`src/rtl/vga_capture.sv`:
```
// vga_capture: VGA receiver that locks to 640x480 sync timing and writes a 2:1 decimated frame into a frame buffer
module vga_capture #(
  parameter int H_TOTAL     = 800,
  parameter int V_TOTAL     = 525,
  parameter int H_ACT_START = 144,
  parameter int V_ACT_START = 34,
  parameter int H_ACTIVE    = 640,
  parameter int V_ACTIVE    = 480
) (
  input  logic        clk25MHz,
  input  logic        reset,
  input  logic        i_hsync,
  input  logic        i_vsync,
  input  logic        i_red,
  input  logic        i_green,
  input  logic        i_blue,
  output logic        o_wr_en,
  output logic [16:0] o_wr_addr,
  output logic [2:0]  o_wr_data,
  output logic        o_frame_done,
  output logic        o_locked,
  output logic        o_err
);
  localparam logic [9:0]  H_LAST    = 10'(H_TOTAL - 1);
  localparam logic [9:0]  H_OVER    = 10'(H_TOTAL);
  localparam logic [9:0]  V_LAST    = 10'(V_TOTAL - 1);
  localparam logic [9:0]  V_OVER    = 10'(V_TOTAL);
  localparam logic [9:0]  H_START   = 10'(H_ACT_START);
  localparam logic [9:0]  V_START   = 10'(V_ACT_START);
  localparam logic [9:0]  H_ACT     = 10'(H_ACTIVE);
  localparam logic [9:0]  V_ACT     = 10'(V_ACTIVE);
  localparam logic [9:0]  CNT_MAX   = 10'h3ff;
  localparam logic [16:0] LAST_ADDR = 17'((H_ACTIVE / 2) * (V_ACTIVE / 2) - 1);

  typedef enum logic [1:0] {S_SEARCH, S_CHECK, S_LOCKED} state_t;

  state_t      r_state, w_state_nxt;
  logic        r_bad, w_bad_nxt;
  logic [4:0]  r_s1, r_s2;
  logic [9:0]  r_h_cnt, r_v_cnt;
  logic        r_v_pend;
  logic [16:0] r_addr;
  logic        r_wr_en, r_done, r_err;
  logic [16:0] r_wr_addr;
  logic [2:0]  r_wr_data;

  logic        w_h_fall, w_v_fall, w_v_reset, w_viol, w_cap;
  logic [9:0]  w_hx, w_vy;

  // s1/s2 hold {hsync, vsync, red, green, blue}; sync edges are seen between the two stages
  assign w_h_fall  = r_s2[4] & ~r_s1[4];
  assign w_v_fall  = r_s2[3] & ~r_s1[3];
  assign w_v_reset = w_h_fall & (r_v_pend | w_v_fall);
  assign w_viol    = (w_h_fall && r_h_cnt != H_LAST) || r_h_cnt == H_OVER ||
                     (w_v_reset && r_v_cnt != V_LAST) || r_v_cnt == V_OVER;
  assign w_hx      = r_h_cnt - H_START;
  assign w_vy      = r_v_cnt - V_START;
  assign w_cap     = r_state == S_LOCKED && !w_viol && w_hx < H_ACT && w_vy < V_ACT && !w_hx[0] && !w_vy[0];

  assign o_wr_en      = r_wr_en;
  assign o_wr_addr    = r_wr_addr;
  assign o_wr_data    = r_wr_data;
  assign o_frame_done = r_done;
  assign o_err        = r_err;
  assign o_locked     = r_state == S_LOCKED;

  // input pipeline and position recovery from sync edges
  always_ff @(posedge clk25MHz) begin
    if (reset) begin
      r_s1     <= '0;
      r_s2     <= '0;
      r_h_cnt  <= '0;
      r_v_cnt  <= '0;
      r_v_pend <= 1'b0;
    end else begin
      r_s1     <= {i_hsync, i_vsync, i_red, i_green, i_blue};
      r_s2     <= r_s1;
      r_h_cnt  <= w_h_fall ? '0 : (r_h_cnt == CNT_MAX ? r_h_cnt : r_h_cnt + 10'd1);
      r_v_pend <= w_h_fall ? 1'b0 : (r_v_pend | w_v_fall);
      r_v_cnt  <= w_v_reset ? '0 : (w_h_fall && r_v_cnt != CNT_MAX) ? r_v_cnt + 10'd1 : r_v_cnt;
    end
  end

  // lock state register; the bad flag remembers a violation seen during a checking frame
  always_ff @(posedge clk25MHz) begin
    if (reset) begin
      r_state <= S_SEARCH;
      r_bad   <= 1'b0;
    end else begin
      r_state <= w_state_nxt;
      r_bad   <= w_bad_nxt;
    end
  end

  // lock sequencing: one clean frame between two v_cnt resets is required before locking
  always_comb begin
    w_state_nxt = r_state;
    w_bad_nxt   = 1'b0;
    case (r_state)
      S_SEARCH: w_state_nxt = w_v_reset ? S_CHECK : S_SEARCH;
      S_CHECK: begin
        w_state_nxt = (w_v_reset && !(r_bad || w_viol)) ? S_LOCKED : S_CHECK;
        w_bad_nxt   = !w_v_reset && (r_bad || w_viol);
      end
      S_LOCKED: w_state_nxt = w_viol ? S_SEARCH : S_LOCKED;
      default:  w_state_nxt = S_SEARCH;
    endcase
  end

  // decimated frame-buffer writes, frame-done and error pulses
  always_ff @(posedge clk25MHz) begin
    if (reset) begin
      r_addr    <= '0;
      r_wr_en   <= 1'b0;
      r_wr_addr <= '0;
      r_wr_data <= '0;
      r_done    <= 1'b0;
      r_err     <= 1'b0;
    end else begin
      r_addr    <= w_v_reset ? '0 : (w_cap ? r_addr + 17'd1 : r_addr);
      r_wr_en   <= w_cap;
      r_wr_addr <= w_cap ? r_addr : r_wr_addr;
      r_wr_data <= w_cap ? r_s2[2:0] : r_wr_data;
      r_done    <= r_wr_en && r_wr_addr == LAST_ADDR;
      r_err     <= r_state == S_LOCKED && w_viol;
    end
  end
endmodule

```
`config.mk`:
```
export PLATFORM = sky130hd
export DESIGN_NAME = vga_capture
export DESIGN_NICKNAME = d
export VERILOG_FILES = /design/src/rtl/vga_capture.sv
export SDC_FILE = /design/constraint.sdc
export NUM_CORES = 1
export LEC_CHECK = 0
export CORE_MARGIN = 4
export CORE_UTILIZATION = 30
export DETAILED_ROUTE_END_ITERATION = 7
export PLACE_DENSITY = 0.44
export SKIP_LAST_GASP = 1
export SLEW_MARGIN = 40
export SYNTH_ARGS = -nofsm -noshare
export SYNTH_HDL_FRONTEND = slang
export SYNTH_SLANG_ARGS = --single-unit
export TNS_END_PERCENT = 50
```
`constraint.sdc`:
```
create_clock -name clk25MHz -period 3.2 [get_ports clk25MHz]
set_input_delay 0.96 -clock clk25MHz [delete_from_list [all_inputs] [get_ports clk25MHz]]
set_output_delay 0.96 -clock clk25MHz [all_outputs]
set_load 0.1 [all_outputs]
```
==> impl_metrics.csv, run 1 <==
group,metric,value,unit
status,status,"finished, final reports clean",
setup_path,cp-end-kind,"register",
final_layout,multiInputGateArea,1860,um2
logic_synthesis,yosysMostFrequentCell,"dfxtp_1",
final_layout,nFillCells,1212,
setup_path,worstRegToRegCells,5,
setup_path,path_cells,"or4_4 -> or4_4 -> a221o_1 -> nor4_1 -> mux2i_1",
logic_synthesis,ys_seq_elements,74,
min_path,hold_path_class,"register to register",
setup_path,max_stage_delay,640,ps
setup_path,slowest_stage,"nor4_1",
route,routed_wl,9.14,mm
logic_synthesis,synth.distinct_cells,51,
min_path,holdPathStages,1,
sta,worstMarginPinSlew,664,ps
global_route,first_global_vias,2898,
power,power.switching,0.453,mW
setup_path,cp-start-kind,"register",
logic_synthesis,synth_seq_area_share,42.3,%
sta,maxSlewViolCount,0,
floorplan,pin_count,31,
cts,cts_buffer_depth,2,
global_route,track_usage,14.3,%
floorplan,initial_core_util,30.7,%
logic_synthesis,synth.top_cell.area_share,42.3,%
route,drc,0,
sta,fin_setup_tns,0,ps
floorplan,die_w,116,um
power,seq_power_share,42.4,%
power,power_frac_clock,54.1,%
global_route,grt-ovfl-total,0,
route,wl_met2,4.02,mm
power,ir_worst_vdd,0.215,mV
route,wl_met3,329,um
final_layout,final_area,4230,um2
logic_synthesis,netlist_instances,405,
setup_path,crit_fanout,9,
logic_synthesis,yosys-top-cells-area,"dfxtp_1 (42%), nand4_1 (5.9%), o31ai_1 (4.9%), mux2i_1 (4.6%), a21oi_1 (4.0%)",
logic_synthesis,netlist_top_cells_count,"dfxtp_1 (74), nand4_1 (33), nor2_1 (31), a21oi_1 (28), nand2_1 (27)",
route,viasPerCell,5.29,
floorplan,core_area,11400,um2
flow_run,drv_cap,0,
logic_synthesis,async_flop_share,0,%
floorplan,fp.dieH,116,um
route,wire_per_inst,15.9,um
cts,insertion_delay,340,ps
sta,max_freq,368,MHz
route,ant_nets,0,
global_route,grt_max_degree,33,
sta,setup_viol,0,
setup_path,path_depth,5,
floorplan,rows,39,
power,p_leak,1.51,nW
sta,fin_skew,8.67,ps
logic_synthesis,synth_area_per_cell,8.65,um2
power,p_int,1.76,mW
power,powerDensity,523,nW/um2
logic_synthesis,syn_nets,418,
place,dpl_cell_area,3880,um2
place,place_hpwl,6.15,mm
sta,finalCriticalPeriod,2720,ps
power,switching_share,20.4,%
route,num_vias,3036,
global_route,grt_pass1_wl,15.0,mm
power,p_total,2.22,mW
cts,numCtsBuffers,9,
sta,hold_violations,0,
cts,cts_resized,0,
final_layout,seqCellArea,1480,um2
route,top_layer,"met4",
final_layout,antenna_cells,0,
setup_path,cp_top_family,"simple AND/OR/NAND/NOR gates",
logic_synthesis,yosys_warnings,0,
route,wl_met1,4.67,mm
place,io_buffers,30,
logic_synthesis,synth_area,3500,um2
route,drt_iter0_markers,212,
cts,clock-sinks,74,
floorplan,dieArea,13500,um2
logic_synthesis,synth-edff-count,0,
setup_path,criticalPathCategory,"register to register",
route,dr.pass1.iters,4,
cts,root_buffer,"clkbuf_16",
place,gp_congestion,0.788,
global_route,antenna_found_initial,0,
cts,holdBufCountCts,0,
final_layout,layout.nets,440,
cts,cts_setup_buffers,0,
final_layout,syn_to_final_growth,20.8,%
cts,cts_tree,"yes",
logic_synthesis,yosysTopAreaCell,"dfxtp_1",
cts,h-tree-depth,3,
setup_path,path_buf_inv,0,
power,power_frac_comb,3.5,%
setup_path,crit_top_cell,"or4_4",
setup_path,cp.arrival,2990,ps
logic_synthesis,synth_ff_type,"dfxtp_1",
sta,fin_crit_sh,84.9,%
sta,rsz0062_at_grt,"no",
final_layout,drive_gt1_share,14.4,%
cts,path_clk_slew,60,ps
setup_path,cp.required,3470,ps
sta,max-slew-margin-rel,55.3,%
## metrics by stage
stage / setup slack [ps] / hold WS [ps] / util [%] / instances
3_5_place_dp: 563 / 422 / 34.0 / 559
3_3_place_gp: 575 / 417 / 34.0 / 559
6_report: 482 / 435 / 37.1 / 574
5_1_grt: 407 / 460 / 37.1 / 574
4_1_cts: 549 / 436 / 37.1 / 574
2_1_floorplan: 816 / 414 / - / 405
## final cells by class
cell class,instances,share of cell area [%]
Clock buffer,11,5.97
Clock inverter,4,2.33
Inverter,11,0.975
Multi-Input combinational cell,289,43.8
Sequential cell,74,35.0
Tap cell,143,4.23
Timing Repair Buffer,42,7.68
## worst reg2reg max path, stage by stage, from the launching register on
cell and delay [ps]:
dfxtp_1 360, or4_4 540, or4_4 440, a221o_1 440, nor4_1 640, mux2i_1 250
## per-layer routing
metal	up-vias	global-route usage (%)
met5	-	0
met4	0	5.10
met3	10	2.98
met2	42	21.1
met1	1443	20.5
li1	1541	-
## power groups by stage
stage,logic (mW),clock network [mW],registers [mW]
2_1_floorplan,0.0530,0,0.957
3_3_place_gp,0.0772,0,0.959
3_5_place_dp,0.0785,0,0.959
4_1_cts,0.0786,1.22,0.939
5_1_grt,0.0877,1.27,0.940
6_report,0.0773,1.20,0.939
## kinds of logic (layout without fill, tap and decap cells)
| logic type | after synthesis | after routing | synth area share, % |
|---|---|---|---|
| AND/OR/NAND/NOR | 182 | 182 | 29.0 |
| AO/OA/AOI/OAI | 73 | 73 | 14.0 |
| multiplexers | 16 | 16 | 4.57 |
| XOR/XNOR | 12 | 12 | 3.00 |
| adder cells (fa/ha/maj) | 6 | 6 | 2.14 |
| buffers and inverters | 42 | 68 | 5.03 |
| flip-flops | 74 | 74 | 42.3 |
## state kept, by name, summed over array words and instances (netlist names)
name and cells:
r_s2 5, r_v_cnt 10, o_frame_done 1, r_h_cnt 10
o_wr_en 1, r_s1 5, r_state 2, o_err 1
o_wr_data 3, o_wr_addr 17, r_addr 17, r_v_pend 1
r_bad 1
## cells in the final DEF (no fill, tap or decap), drive strengths merged, types with 3 or more instances in the layout
| cell | count |
|---|---|
| nor4 | 14 |
| mux2i | 16 |
| bufinv | 3 |
| clkbuf | 11 |
| nand2b | 4 |
| and4 | 4 |
| or4 | 3 |
| nand2 | 27 |
| or2 | 4 |
| xor2 | 4 |
| nand4 | 33 |
| inv | 11 |
| nor3 | 8 |
| nand3 | 11 |
| nor2b | 13 |
| ha | 6 |
| nor2 | 31 |
| dfxtp | 74 |
| xnor2 | 8 |
| and3 | 4 |
| clkdlybuf4s50 | 5 |
| buf | 37 |
| or3 | 16 |
| a21oi | 28 |
| o31ai | 23 |
| o21ai | 4 |
## path summary, 6_finish.rpt
kind | startpoint | slack, ps | to
hold reg to reg | r_s1[1]$_SDFF_PP0_ | 430 | r_s2[1]$_SDFF_PP0_
hold / removal | r_s1[1]$_SDFF_PP0_ | 430 | r_s2[1]$_SDFF_PP0_
setup reg to reg | r_v_cnt[6]$_SDFFE_PP0P_ | 480 | r_addr[16]$_SDFFE_PP0P_
setup / recovery | r_v_cnt[6]$_SDFFE_PP0P_ | 480 | r_addr[16]$_SDFFE_PP0P_
Note: power is estimated with default switching activity, not from simulation.
==> run 2, diff against run 1 <==
--- a/config.mk
+++ b/config.mk
@@ -8,7 +8,7 @@
 export CORE_MARGIN = 4
 export CORE_UTILIZATION = 30
 export DETAILED_ROUTE_END_ITERATION = 7
-export PLACE_DENSITY = 0.44
+export PLACE_DENSITY = 0.46
 export SKIP_LAST_GASP = 1
 export SLEW_MARGIN = 40
 export SYNTH_ARGS = -nofsm -noshare
==> constraint.sdc (replaced) <==
create_clock -name clk25MHz -period 2.25 [get_ports clk25MHz]
set_input_delay 0.675 -clock clk25MHz [delete_from_list [all_inputs] [get_ports clk25MHz]]
set_output_delay 0.675 -clock clk25MHz [all_outputs]
set_load 0.1 [all_outputs]
==> impl_metrics.csv, run 2 (same netlist as run 1, synthesis figures left out) <==
group,metric,value,unit
status,status,"finished with violations",
status,violations,"setup timing",
cts,cts_tree,"yes",
setup_path,max_stage_delay,520,ps
setup_path,path_buf_inv,0,
place,io_buffers,30,
route,viasPerCell,5.25,
sta,finalCriticalPeriod,2400,ps
setup_path,critPathLaunch,"r_v_cnt[4]$_SDFFE_PP0P_",
sta,fin_skew,7.37,ps
route,drc,0,
route,drt_iter0_markers,112,
place,place_hpwl,6.68,mm
cts,path_clk_slew,60,ps
flow_run,drv_cap,0,
sta,maxSlewViolCount,0,
setup_path,cp.required,2530,ps
floorplan,core_area,11400,um2
setup_path,cp_top_family,"simple AND/OR/NAND/NOR gates",
min_path,hold_path_class,"register to register",
setup_path,r2r_start,"r_v_cnt[4]$_SDFFE_PP0P_",
setup_path,crit_fanout,5,
setup_path,cp.arrival,2680,ps
setup_path,crit_top_cell,"or4_4",
final_layout,nFillCells,1156,
setup_path,criticalPathCategory,"register to register",
route,ant_nets,0,
global_route,antenna_found_initial,0,
sta,fin_setup_tns,-2720,ps
setup_path,slowest_stage,"or4_4",
floorplan,fp.dieH,116,um
cts,cts_buffer_depth,2,
global_route,track_usage,15.1,%
sta,rsz0062_at_grt,"yes",
floorplan,dieArea,13500,um2
sta,max_freq,417,MHz
global_route,grt_pass1_wl,15.8,mm
floorplan,initial_core_util,30.7,%
global_route,grt_max_degree,51,
final_layout,seqCellArea,1480,um2
final_layout,final_cell_mix,"dfxtp_1 (72), buf_4 (60), nand4_1 (33), nor2_1 (31)",
setup_path,cp-start-kind,"register",
route,num_vias,3200,
floorplan,pin_count,31,
setup_path,cp-end-kind,"register",
sta,timing.final.ws_setup,-150,ps
global_route,grt-ovfl-total,0,
cts,clock-sinks,74,
cts,numCtsBuffers,9,
sta,fin_crit_sh,107,%
final_layout,drive_gt1_share,23.2,%
floorplan,rows,39,
place,gp_congestion,0.755,
power,ir_worst_vdd,0.378,mV
cts,root_buffer,"clkbuf_16",
route,dr.pass1.iters,4,
power,p_leak,1.70,nW
place,dpl_cell_area,4230,um2
final_layout,final_area,4690,um2
min_path,hp-start,"r_s1[0]$_SDFF_PP0_",
route,routed_wl,9.62,mm
cts,h-tree-depth,3,
power,powerDensity,647,nW/um2
cts,insertion_delay,340,ps
sta,hold_violations,0,
final_layout,antenna_cells,0,
sta,setup_viol,38,
final_layout,multiInputGateArea,2000,um2
global_route,first_global_vias,3069,
final_layout,mostFrequentLayoutCell,"dfxtp_1",
floorplan,die_w,116,um
setup_path,path_cells,"or4_4 -> or4_4 -> a221o_2 -> or4_1 -> a21oi_2",
final_layout,syn_to_final_growth,33.7,%
sta,max-slew-margin-rel,38.1,%
final_layout,layout.nets,474,
sta,worstMarginPinSlew,925,ps
route,wire_per_inst,15.8,um
-- run 2: what timing repair did --
item | CTS | global route
gates cloned | 1 | 0
setup buffers | 0 | 2
pin swaps | 2 | 5
gates resized for setup | 9 | 11
hold buffers | 0 | 0
hold endpoints to repair | 0 | 0
setup endpoints to repair | 41 | 42
-- run 2: per-layer routing --
layer  global-route usage (%)  vias up  share of wire (%)
met5                        0        -                  0
met4                     6.34        0                1.8
met3                     3.60       12                3.2
met2                     22.1       43                 44
met1                     21.1     1536                 51
li1                         -     1609                  -
-- run 2: layout make-up --
| cell class | count | share of cell area, % |
|---|---|---|
| multi-input cells | 290 | 42.6 |
| clock inverters | 6 | 1.92 |
| flip-flops and latches | 74 | 31.7 |
| repair buffers | 75 | 14.3 |
| inverters | 11 | 0.881 |
| clock buffers | 10 | 4.89 |
| well taps | 143 | 3.82 |
-- run 2: path summary, 6_finish.rpt --
check                                end  cells past startpoint  slack [ps]
setup reg to reg  r_addr[0]$_SDFFE_PP0P_                      5        -150
hold reg to reg       r_s2[0]$_SDFF_PP0_                      1         430
setup / recovery  r_addr[0]$_SDFFE_PP0P_                      5        -150
hold / removal        r_s2[0]$_SDFF_PP0_                      1         430
-- run 2: power breakdown --
part           internal, mW  switching, mW
combinational        0.0559         0.0786
sequential             1.33        0.00875
clock                 0.975          0.589
total                  2.36          0.677
-- run 2: stage by stage --
stage	instances	util, %	setup slack, ps	hold slack (ps)	total power, mW
floorplan	405	-	-109	414	1.44
global placement	591	37.0	-323	418	1.49
detailed placement	591	37.0	-354	421	1.49
CTS	608	40.4	-193	436	3.07
global route	609	41.0	-250	462	3.16
finish	609	41.0	-150	433	3.03
==> run 3, diff against run 2 <==
--- a/config.mk
+++ b/config.mk
@@ -9,7 +9,6 @@
 export CORE_UTILIZATION = 30
 export DETAILED_ROUTE_END_ITERATION = 7
 export PLACE_DENSITY = 0.46
-export SKIP_LAST_GASP = 1
 export SLEW_MARGIN = 40
 export SYNTH_ARGS = -nofsm -noshare
 export SYNTH_HDL_FRONTEND = slang
==> impl_metrics.csv, run 3 (same netlist as run 1, synthesis figures left out) <==
group,metric,value,unit
sta,max-slew-margin-rel,40.9,%
sta,fin_crit_sh,109,%
floorplan,dieArea,13500,um2
sta,fin_skew,5.26,ps
setup_path,criticalPathCategory,"register to register",
setup_path,cp-end-kind,"register",
final_layout,stdcell_count,610,
sta,rsz0062_at_grt,"yes",
cts,numCtsBuffers,9,
sta,hold_violations,0,
final_layout,fin_util,41.8,%
floorplan,pin_count,31,
place,pre_cts_ws,-354,ps
floorplan,initial_core_util,30.7,%
final_layout,layout.nets,475,
final_layout,final_area,4780,um2
sta,max_freq,409,MHz
sta,finalCriticalPeriod,2440,ps
global_route,first_global_vias,3107,
power,powerDensity,636,nW/um2
route,routed_wl,9.66,mm
cts,insertion_delay,340,ps
route,num_vias,3234,
floorplan,fp.dieH,116,um
sta,maxSlewViolCount,0,
power,p_int,2.36,mW
flow_run,drv_cap,0,
status,violations,"setup timing",
sta,worstMarginPinSlew,884,ps
place,place_hpwl,6.68,mm
sta,timing.final.ws_setup,-194,ps
setup_path,path_cells,"or4_4 -> or4_4 -> a221o_2 -> buf_4 -> nor4_4 -> mux2i_1",
place,io_buffers,30,
route,ant_nets,0,
floorplan,die_w,116,um
setup_path,crit_fanout,5,
place,dpl_cell_area,4230,um2
final_layout,final_cell_mix,"dfxtp_1 (72), buf_4 (60), nand4_1 (33), nor2_1 (31), nand2_1 (27)",
power,power.switching,0.681,mW
place,gp_congestion,0.755,
cts,h-tree-depth,3,
cts,clock-sinks,74,
global_route,track_usage,15.1,%
status,status,"finished with violations",
global_route,grt-ovfl-total,0,
global_route,antenna_found_initial,0,
route,drc,0,
floorplan,core_area,11400,um2
sta,setup_viol,34,
power,p_leak,1.72,nW
global_route,grt_pass1_wl,15.9,mm
power,switching_share,22.4,%
cts,root_buffer,"clkbuf_16",
setup_path,slowest_stage,"or4_4",
final_layout,mostFrequentLayoutCell,"dfxtp_1",
route,drt_iter0_markers,134,
power,ir_worst_vdd,0.368,mV
setup_path,max_stage_delay,520,ps
setup_path,cp.arrival,2710,ps
setup_path,cp.required,2520,ps
setup_path,crit_top_cell,"or4_4",
final_layout,syn_to_final_growth,36.3,%
final_layout,drive_gt1_share,25.9,%
cts,cts_tree,"yes",
route,viasPerCell,5.30,
power,power_frac_clock,51.6,%
final_layout,antenna_cells,0,
power,seq_power_share,43.9,%
power,power_frac_comb,4.5,%
min_path,hold_path_class,"register to register",
global_route,grt_max_degree,51,
cts,cts_buffer_depth,2,
setup_path,cp-start-kind,"register",
cts,path_clk_slew,60,ps
route,dr.pass1.iters,5,
route,wire_per_inst,15.8,um
place,placed_cells,591,
floorplan,rows,39,
## run 3: power groups by stage
stage / Combinational [mW] / Clock [mW] / Sequential (mW)
floorplan: 0.0765 / 0 / 1.36
detailed placement: 0.129 / 0 / 1.36
global placement: 0.127 / 0 / 1.36
CTS: 0.133 / 1.61 / 1.33
finish: 0.138 / 1.57 / 1.33
global route: 0.153 / 1.67 / 1.33
## run 3: area by class of cell
cell class / count / area [um2]
sequential: 74 / 1480
tap: 143 / 179
clock inverter: 6 / 90.1
fill: 1134 / 6640
multi-input combinational: 290 / 2080
timing repair buffer: 76 / 679
inverter: 11 / 41.3
clock buffer: 10 / 229
## run 3: path summary, 6_finish.rpt
kind	from	end	slack (ps)	cells past startpoint
max	r_v_cnt[4]$_SDFFE_PP0P_	r_addr[16]$_SDFFE_PP0P_	-190	6
min	r_s1[0]$_SDFF_PP0_	r_s2[0]$_SDFF_PP0_	430	1
max reg2reg	r_v_cnt[4]$_SDFFE_PP0P_	r_addr[16]$_SDFFE_PP0P_	-190	6
min reg2reg	r_s1[0]$_SDFF_PP0_	r_s2[0]$_SDFF_PP0_	430	1
## run 3: stage by stage
stage	power (mW)	setup TNS, ps	hold WS (ps)
6_report	3.04	-2810	433
5_1_grt	3.16	-6470	462
4_1_cts	3.07	-4060	436
3_5_place_dp	1.49	-5390	421
3_3_place_gp	1.49	-4740	418
2_1_floorplan	1.44	-856	414
## run 3: worst max-delay path: cells and delay by family (launching register included)
| kind | cells | cell delay, ps |
|---|---|---|
| AND/OR/NAND/NOR | 3 | 1230 |
| AO/OA/AOI/OAI | 1 | 420 |
| flip-flops | 1 | 320 |
| multiplexers | 1 | 230 |
| buffers and inverters | 1 | 170 |
## run 3: metal layers
| metal | track usage (%) | wire length, um | share of wire, % |
|---|---|---|---|
| met5 | 0 | 0 | 0 |
| met4 | 6.73 | 224 | 2.3 |
| met3 | 3.81 | 313 | 3.2 |
| met2 | 22.2 | 4260 | 44 |
| met1 | 21.0 | 4860 | 50 |
## run 3: what timing repair did
item	4_1_cts	5_1_grt
endpoints found under the hold margin	0	0
hold buffers	0	0
pin swaps	4	8
cloned	1	0
buffers inserted	0	3
resized for setup	12	24
endpoints found under the setup margin	41	41
